File: config.mk
export PLATFORM = sky130hd
export DESIGN_NAME = mod12_sequencer
export DESIGN_NICKNAME = d
export VERILOG_FILES = /design/src/rtl/mod12_sequencer.sv
export SDC_FILE = /design/constraint.sdc
export NUM_CORES = 1
export LEC_CHECK = 0
export CORE_ASPECT_RATIO = 0.8
export CORE_MARGIN = 1.5
export CORE_UTILIZATION = 43
export CTS_BUF_LIST = sky130_fd_sc_hd__clkbuf_8
export DETAILED_ROUTE_END_ITERATION = 10
export PLACE_DENSITY = 0.66
export SETUP_SLACK_MARGIN = 0.5
export SLEW_MARGIN = 20
export SYNTH_ARGS = -nofsm -noshare
export SYNTH_HDL_FRONTEND = slang
export SYNTH_SLANG_ARGS = --single-unit
export TNS_END_PERCENT = 30
File: constraint.sdc
create_clock -name clk -period 4.4 [get_ports clk]
set_input_delay 0.66 -clock clk [delete_from_list [all_inputs] [get_ports clk]]
set_output_delay 0.66 -clock clk [all_outputs]
set_load 0.02 [all_outputs]
File: src/rtl/mod12_sequencer.sv
// Modulo-12 step sequencer: a prescaled position counter (0..11) with run/pause/idle control,
// a synchronous load path and registered step/wrap/err pulses.
module mod12_sequencer #(
   parameter int unsigned DIV = 4
) (
   input  logic       clk,
   input  logic       rst_n,
   input  logic       start,
   input  logic       stop,
   input  logic       dir,
   input  logic       load,
   input  logic [0:3] load_val,
   output logic [0:3] code,
   output logic       step,
   output logic       wrap,
   output logic       err,
   output logic       running
);

   typedef enum logic [1:0] {StIdle, StRun, StPause} state_e;

   localparam logic [7:0] PrescMax = 8'(DIV - 1);

   state_e     state_q, state_d;
   logic [7:0] presc_q, presc_d;
   logic [3:0] code_q, code_d;
   logic       step_q, step_d;
   logic       wrap_q, wrap_d;
   logic       err_q, err_d;
   logic       running_q, running_d;

   logic [3:0] load_v;
   logic       load_ok;
   logic       due;

   // Port vectors are [0:3] with index 0 as MSB, so a plain copy keeps the numeric value.
   assign load_v  = load_val;
   assign load_ok = load && (load_v <= 4'd11);

   always_comb begin
      state_d = state_q;
      presc_d = presc_q;
      code_d  = code_q;
      due     = 1'b0;

      case (state_q)
         StIdle: begin
            if (!stop && start) begin
               state_d = StRun;
               presc_d = '0;
            end
         end
         StRun: begin
            // A stop on a due cycle freezes the prescaler at its terminal value.
            if (stop) begin
               state_d = StPause;
            end else if (presc_q == PrescMax) begin
               presc_d = '0;
               due     = 1'b1;
            end else begin
               presc_d = presc_q + 8'd1;
            end
         end
         StPause: begin
            if (stop) begin
               state_d = StIdle;
               presc_d = '0;
               code_d  = '0;
            end else if (start) begin
               state_d = StRun;
            end
         end
         default: begin
            state_d = StIdle;
            presc_d = '0;
            code_d  = '0;
         end
      endcase

      step_d = due && !load_ok;
      wrap_d = step_d && (dir ? (code_q == 4'd11) : (code_q == 4'd0));
      if (step_d) begin
         if (dir) code_d = (code_q == 4'd11) ? 4'd0 : code_q + 4'd1;
         else     code_d = (code_q == 4'd0) ? 4'd11 : code_q - 4'd1;
      end
      if (load_ok) code_d = load_v;

      err_d     = load && !load_ok;
      running_d = (state_d == StRun);
   end

   always_ff @(posedge clk or negedge rst_n) begin
      if (!rst_n) begin
         state_q   <= StIdle;
         presc_q   <= '0;
         code_q    <= '0;
         step_q    <= 1'b0;
         wrap_q    <= 1'b0;
         err_q     <= 1'b0;
         running_q <= 1'b0;
      end else begin
         state_q   <= state_d;
         presc_q   <= presc_d;
         code_q    <= code_d;
         step_q    <= step_d;
         wrap_q    <= wrap_d;
         err_q     <= err_d;
         running_q <= running_d;
      end
   end

   assign code    = code_q;
   assign step    = step_q;
   assign wrap    = wrap_q;
   assign err     = err_q;
   assign running = running_q;

endmodule
**Word-level counts from Yosys, hierarchy flattened**

Cells that the tools add are included.
Widths: inputs -> output; s select.

- Multiplexer cells: 21
- Order comparisons: 1
- Reductions and logical operators: 12
- $add $sub $neg: 3
- Equal/unequal tests: 10

Operators by type and width:

| operator | count |
|---|---|
| $mux 8 | 4 |
| $mux 4 | 6 |
| $pmux 8 s3 | 1 |
| $add 8x1->8 const B | 1 |
| $eq 8x2->1 const B | 1 |
| $mux 2 | 4 |
| $pmux 4 s2 | 1 |
| $ne 2x2->1 const B | 3 |
| $pmux 2 s3 | 1 |
| $logic_and 1x1->1 | 5 |
| $add 4x1->4 const B | 1 |
| $eq 2x1->1 const B | 2 |
| $eq 4x4->1 const B | 1 |
| $le 4x4->1 const B | 1 |
| $logic_not 4->1 | 1 |
| $mux 1 | 4 |
| $ne 4x4->1 const B | 1 |
| $sub 4x1->4 const B | 1 |
| $ne 3x1->1 const B | 1 |
| $reduce_and 3->1 | 1 |
| $eq 2x2->1 const B | 1 |
| $logic_not 1->1 | 2 |
| $logic_not 2->1 | 1 |
| $reduce_and 2->1 | 1 |
| $reduce_or 2->1 | 1 |

- Logic and storage cells: 54
- Register bits after elaboration: 18

**Depth between registers and ports, before layout**

- Word-level depth: 7
- Depth in mapped cells: 6
- Mapped depth without buffers: 6

**Worst setup path after synthesis**

OpenSTA, ideal clock, no wires.

- Path type: in2reg
- Start point: input stop
- End point: register code_q[2], in the netlist code[1]
- Arrival time: 1.433 ns
- Slack: 2.829 ns
- Library setup time: 0.138 ns
- Stages: 4
- Cells stage by stage: nor4_2 -> a21oi_1 -> o21bai_1 -> o221ai_1

- Longest elaborated chain between the ends: 5

Ends and longest elaborated chain:

| what | RTL line | text |
|---|---|---|
| start, declared | 9 | `input logic stop,` |
| $mux 1 | 55 | `if (stop) begin` |
| $mux 1 | 46 | `case (state_q)` |
| $logic_and 1x1->1 | 80 | `step_d = due && !load_ok;` |
| $ne 4x4->1 (no source line) (tied with other cells) | -- |  |
| $reduce_and 2->1 (no source line) / $mux 4 (equally long branches) | -- |  |
| end signal, assigned | 104 | `code_q <= code_d;` |
| end, declared | 26 | `logic [3:0] code_q, code_d;` |

Parallel ways exist; a longest one is shown, timed or not.
A chain may end at the register's enable or synchronous reset.

**Worst setup path in the final report**

- Start point: register code_q[3], in the netlist code[0]
- End point: output code[0] in the netlist's numbering

RTL lines:

| what | RTL line | text |
|---|---|---|
| end, declared | 13 | `output logic [0:3] code,` |

No word-level cell between the ends.

==> impl_metrics.py <==
metrics = {
    "status": {
        "outcome": "complete, no violations",
    },
    "route": {
        "drc": 0,
        "totalWireLength_mm": 2.14,
        "vias": 887,
        "ant_nets": 0,
        "routedWlPerCell_um": 13.0,
        "viasPerCell": 5.38,
        "dr.pass1.iters": 4,
        "drtIter0Drc": 10,
    },
    "layout": {
        "seq_area_um2": 450,
        "nets": 144,
        "multiInputGateArea_um2": 587,
        "syn_to_final_growth_pct": 22.2,
        "design_area_um2": 1320,
        "drive_above_1_share_pct": 7.75,
        "diodes": 0,
        "nFillCells": 232,
        "fin_cells": 165,
    },
    "clock_network": {
        "cts_tree": "built",
        "cts_max_level": 1,
        "numClockSinks": 18,
        "root_buffer": "clkbuf_8",
        "cts.clk_slew.worst_paths_ns": 0.06,
        "clk_path_buf_depth": 2,
        "post_cts_resized": 0,
        "numCtsBuffers": 3,
        "post-cts-setup-buffers": 0,
        "clk_latency_ns": 0.25,
        "hold_buffers": 0,
    },
    "global_route": {
        "grt_pass1_wl_mm": 3.47,
        "antenna_found_initial": 0,
        "grt_pass1_vias": 754,
        "gr-usage-all-layers_pct": 17.1,
        "grt.overflow.total": 0,
        "grt_max_degree": 19,
    },
    "placement": {
        "placed_cells": 162,
        "gp_congestion": 0.837,
        "portBuffers": 17,
        "dp_hpwl_mm": 1.62,
        "place_area_um2": 1280,
    },
    "timing": {
        "final_hold_viol_count": 0,
        "period_minus_slack_ns": 2.14,
        "slew_headroom_pct": 44.2,
        "drv_slew": 0,
        "fin_crit_sh_pct": 48.7,
        "finalSetupViolCount": 0,
        "grt_setup_unrepaired": "false",
        "fmax_mhz": 467,
        "finalSetupTns_ns": 0,
        "skew_ns": 0.00474,
        "worstMarginPinSlew_ns": 0.834,
    },
    "yosys": {
        "async_reset_ff_share_pct": 100,
        "syn-num-nets": 126,
        "yosysWarnings": 0,
        "synth_edf_count": 0,
        "post_synth_num_cell_types": 42,
        "syn_area_um2": 1080,
        "synth_seq_cells": 18,
        "synth_cells": 113,
        "seq_area_frac_synth_pct": 41.7,
        "synth_ff_type": "dfrtp_1",
        "syn_area_per_cell_um2": 9.56,
    },
    "power": {
        "p_sw_mw": 0.119,
        "power_per_cell_area_nw_per_um2": 305,
        "clockPowerShare_pct": 28.0,
        "sw_frac_of_total_pct": 29.4,
        "total_power_mw": 0.403,
        "p_leak_nw": 0.571,
        "vdd_drop_max_mv": 0.180,
        "internal_power_mw": 0.284,
        "pwr-share-comb_pct": 24.3,
        "p_seq_share_pct": 47.7,
    },
    "worst_setup_path": {
        "reg2reg_from": "presc_q[0]",
        "critPathSlowestCell": "clkdlybuf4s50_1",
        "endpoint_kind": "primary output",
        "worstPathMaxFanout": 12,
        "ff2ff_path_depth": 4,
        "cp.depth": 1,
        "cp-startpoint": "code[0]",
        "cp_num_buf_inv": 1,
        "crit_arrival_ns": 1.48,
        "start_kind": "flop",
        "cp.required_ns": 3.74,
        "worstPathCellList": "clkdlybuf4s50_1",
        "criticalPathCategory": "reg2out",
        "max_stage_delay_ns": 0.68,
        "path_delay_family": "buffers and inverters",
    },
    "hold_path": {
        "hold_depth": 1,
        "worstHoldStart": "presc_q[0]",
        "hold_class": "reg2reg",
    },
    "floorplan": {
        "num_rows": 16,
        "die_w_um": 59.0,
        "io_pins": 18,
        "core_area_um2": 2420,
        "die_y_um": 47.8,
        "die_area_um2": 2820,
        "start_util_pct": 44.6,
    },
    "run": {
        "max-cap-violations": 0,
    },
}
==> path summary, 6_finish.rpt <==
kind,end,slack [ns]
min reg2reg,presc_q[0],0.51
max in group asynchronous,presc_q[2],3.00
max,code[0],2.26
min in group asynchronous,code[1],0.89
max reg2reg,wrap,2.70
min,presc_q[0],0.51
==> power groups by stage <==
stage          Clock (mW)  Combinational [mW]  Sequential [mW]
2_1_floorplan           0              0.0583            0.197
3_3_place_gp            0              0.0969            0.195
6_report            0.113              0.0980            0.192
4_1_cts             0.116              0.0993            0.192
5_1_grt             0.124               0.110            0.195
3_5_place_dp            0              0.0991            0.195
==> synth_stat cells (2+ instances only) <==
cell type,number,share of area (%)
inv_1,7,2.4
a21oi_1,6,2.8
ha_1,3,3.5
nor2b_1,2,1.2
clkbuf_1,2,0.70
nor3b_1,2,1.4
nor2_1,8,2.8
nand2_1,8,2.8
nand2b_1,5,2.9
o21ai_0,7,3.2
a22o_1,2,1.6
a31oi_1,3,1.7
o31ai_2,2,2.3
o21ai_1,6,2.8
and3_1,3,1.7
nand4_1,2,1.2
o221ai_1,2,1.6
nand3_1,2,0.93
dfrtp_1,18,42
==> placed cells by master, fill, tap and decap left out, types with 2 or more instances in the layout <==
master,n
o21ai_0,7
nor2b_1,2
o21ai_1,6
nor2_1,8
o221ai_1,2
nor3b_1,2
ha_1,3
and3_1,3
o31ai_2,2
nand3_1,2
inv_1,7
clkdlybuf4s50_1,17
a31oi_1,3
nand4_1,2
nand2_1,8
a21oi_1,6
dfrtp_1,18
nand2b_1,5
a22o_1,2
clkbuf_8,3
==> metrics by stage <==
step	util [%]	setup WS, ns	hold WS (ns)
4_1_cts	54.5	2.24	0.511
3_3_place_gp	52.8	2.11	0.482
5_1_grt	54.5	2.17	0.543
6_report	54.5	2.26	0.509
2_1_floorplan	-	2.83	0.364
3_5_place_dp	52.8	2.03	0.502
==> layout make-up <==
cell class,instances,area share (%)
Timing Repair Buffer,17,12.9
Inverter,7,1.99
Clock buffer,3,3.13
Tap cell,36,3.41
Multi-Input combinational cell,84,44.5
Sequential cell,18,34.1
==> kinds of logic after synthesis <==
logic type / count (synthesis) / synth area share (%)
compound gates: 38 / 25.5
xor+xnor: 2 / 1.62
fa+ha+maj: 3 / 3.48
buf+inv: 11 / 3.94
flops: 18 / 41.7
mux: 1 / 0.927
simple gates: 40 / 22.8
==> sequential cells by signal, summed over array words and instances, names as in the netlist <==
name     cells
err          1
wrap         1
state_q      2
code         4
running      1
presc_q      8
step         1
==> metal layers <==
layer	wire length, µm	track usage (%)	vias up
li1	-	-	448
met3	123	5.68	3
met2	874	23.3	23
met1	1130	25.9	413
met4	10	4.09	0
met5	0	0	-
Power figures use the tool's default switching activity.
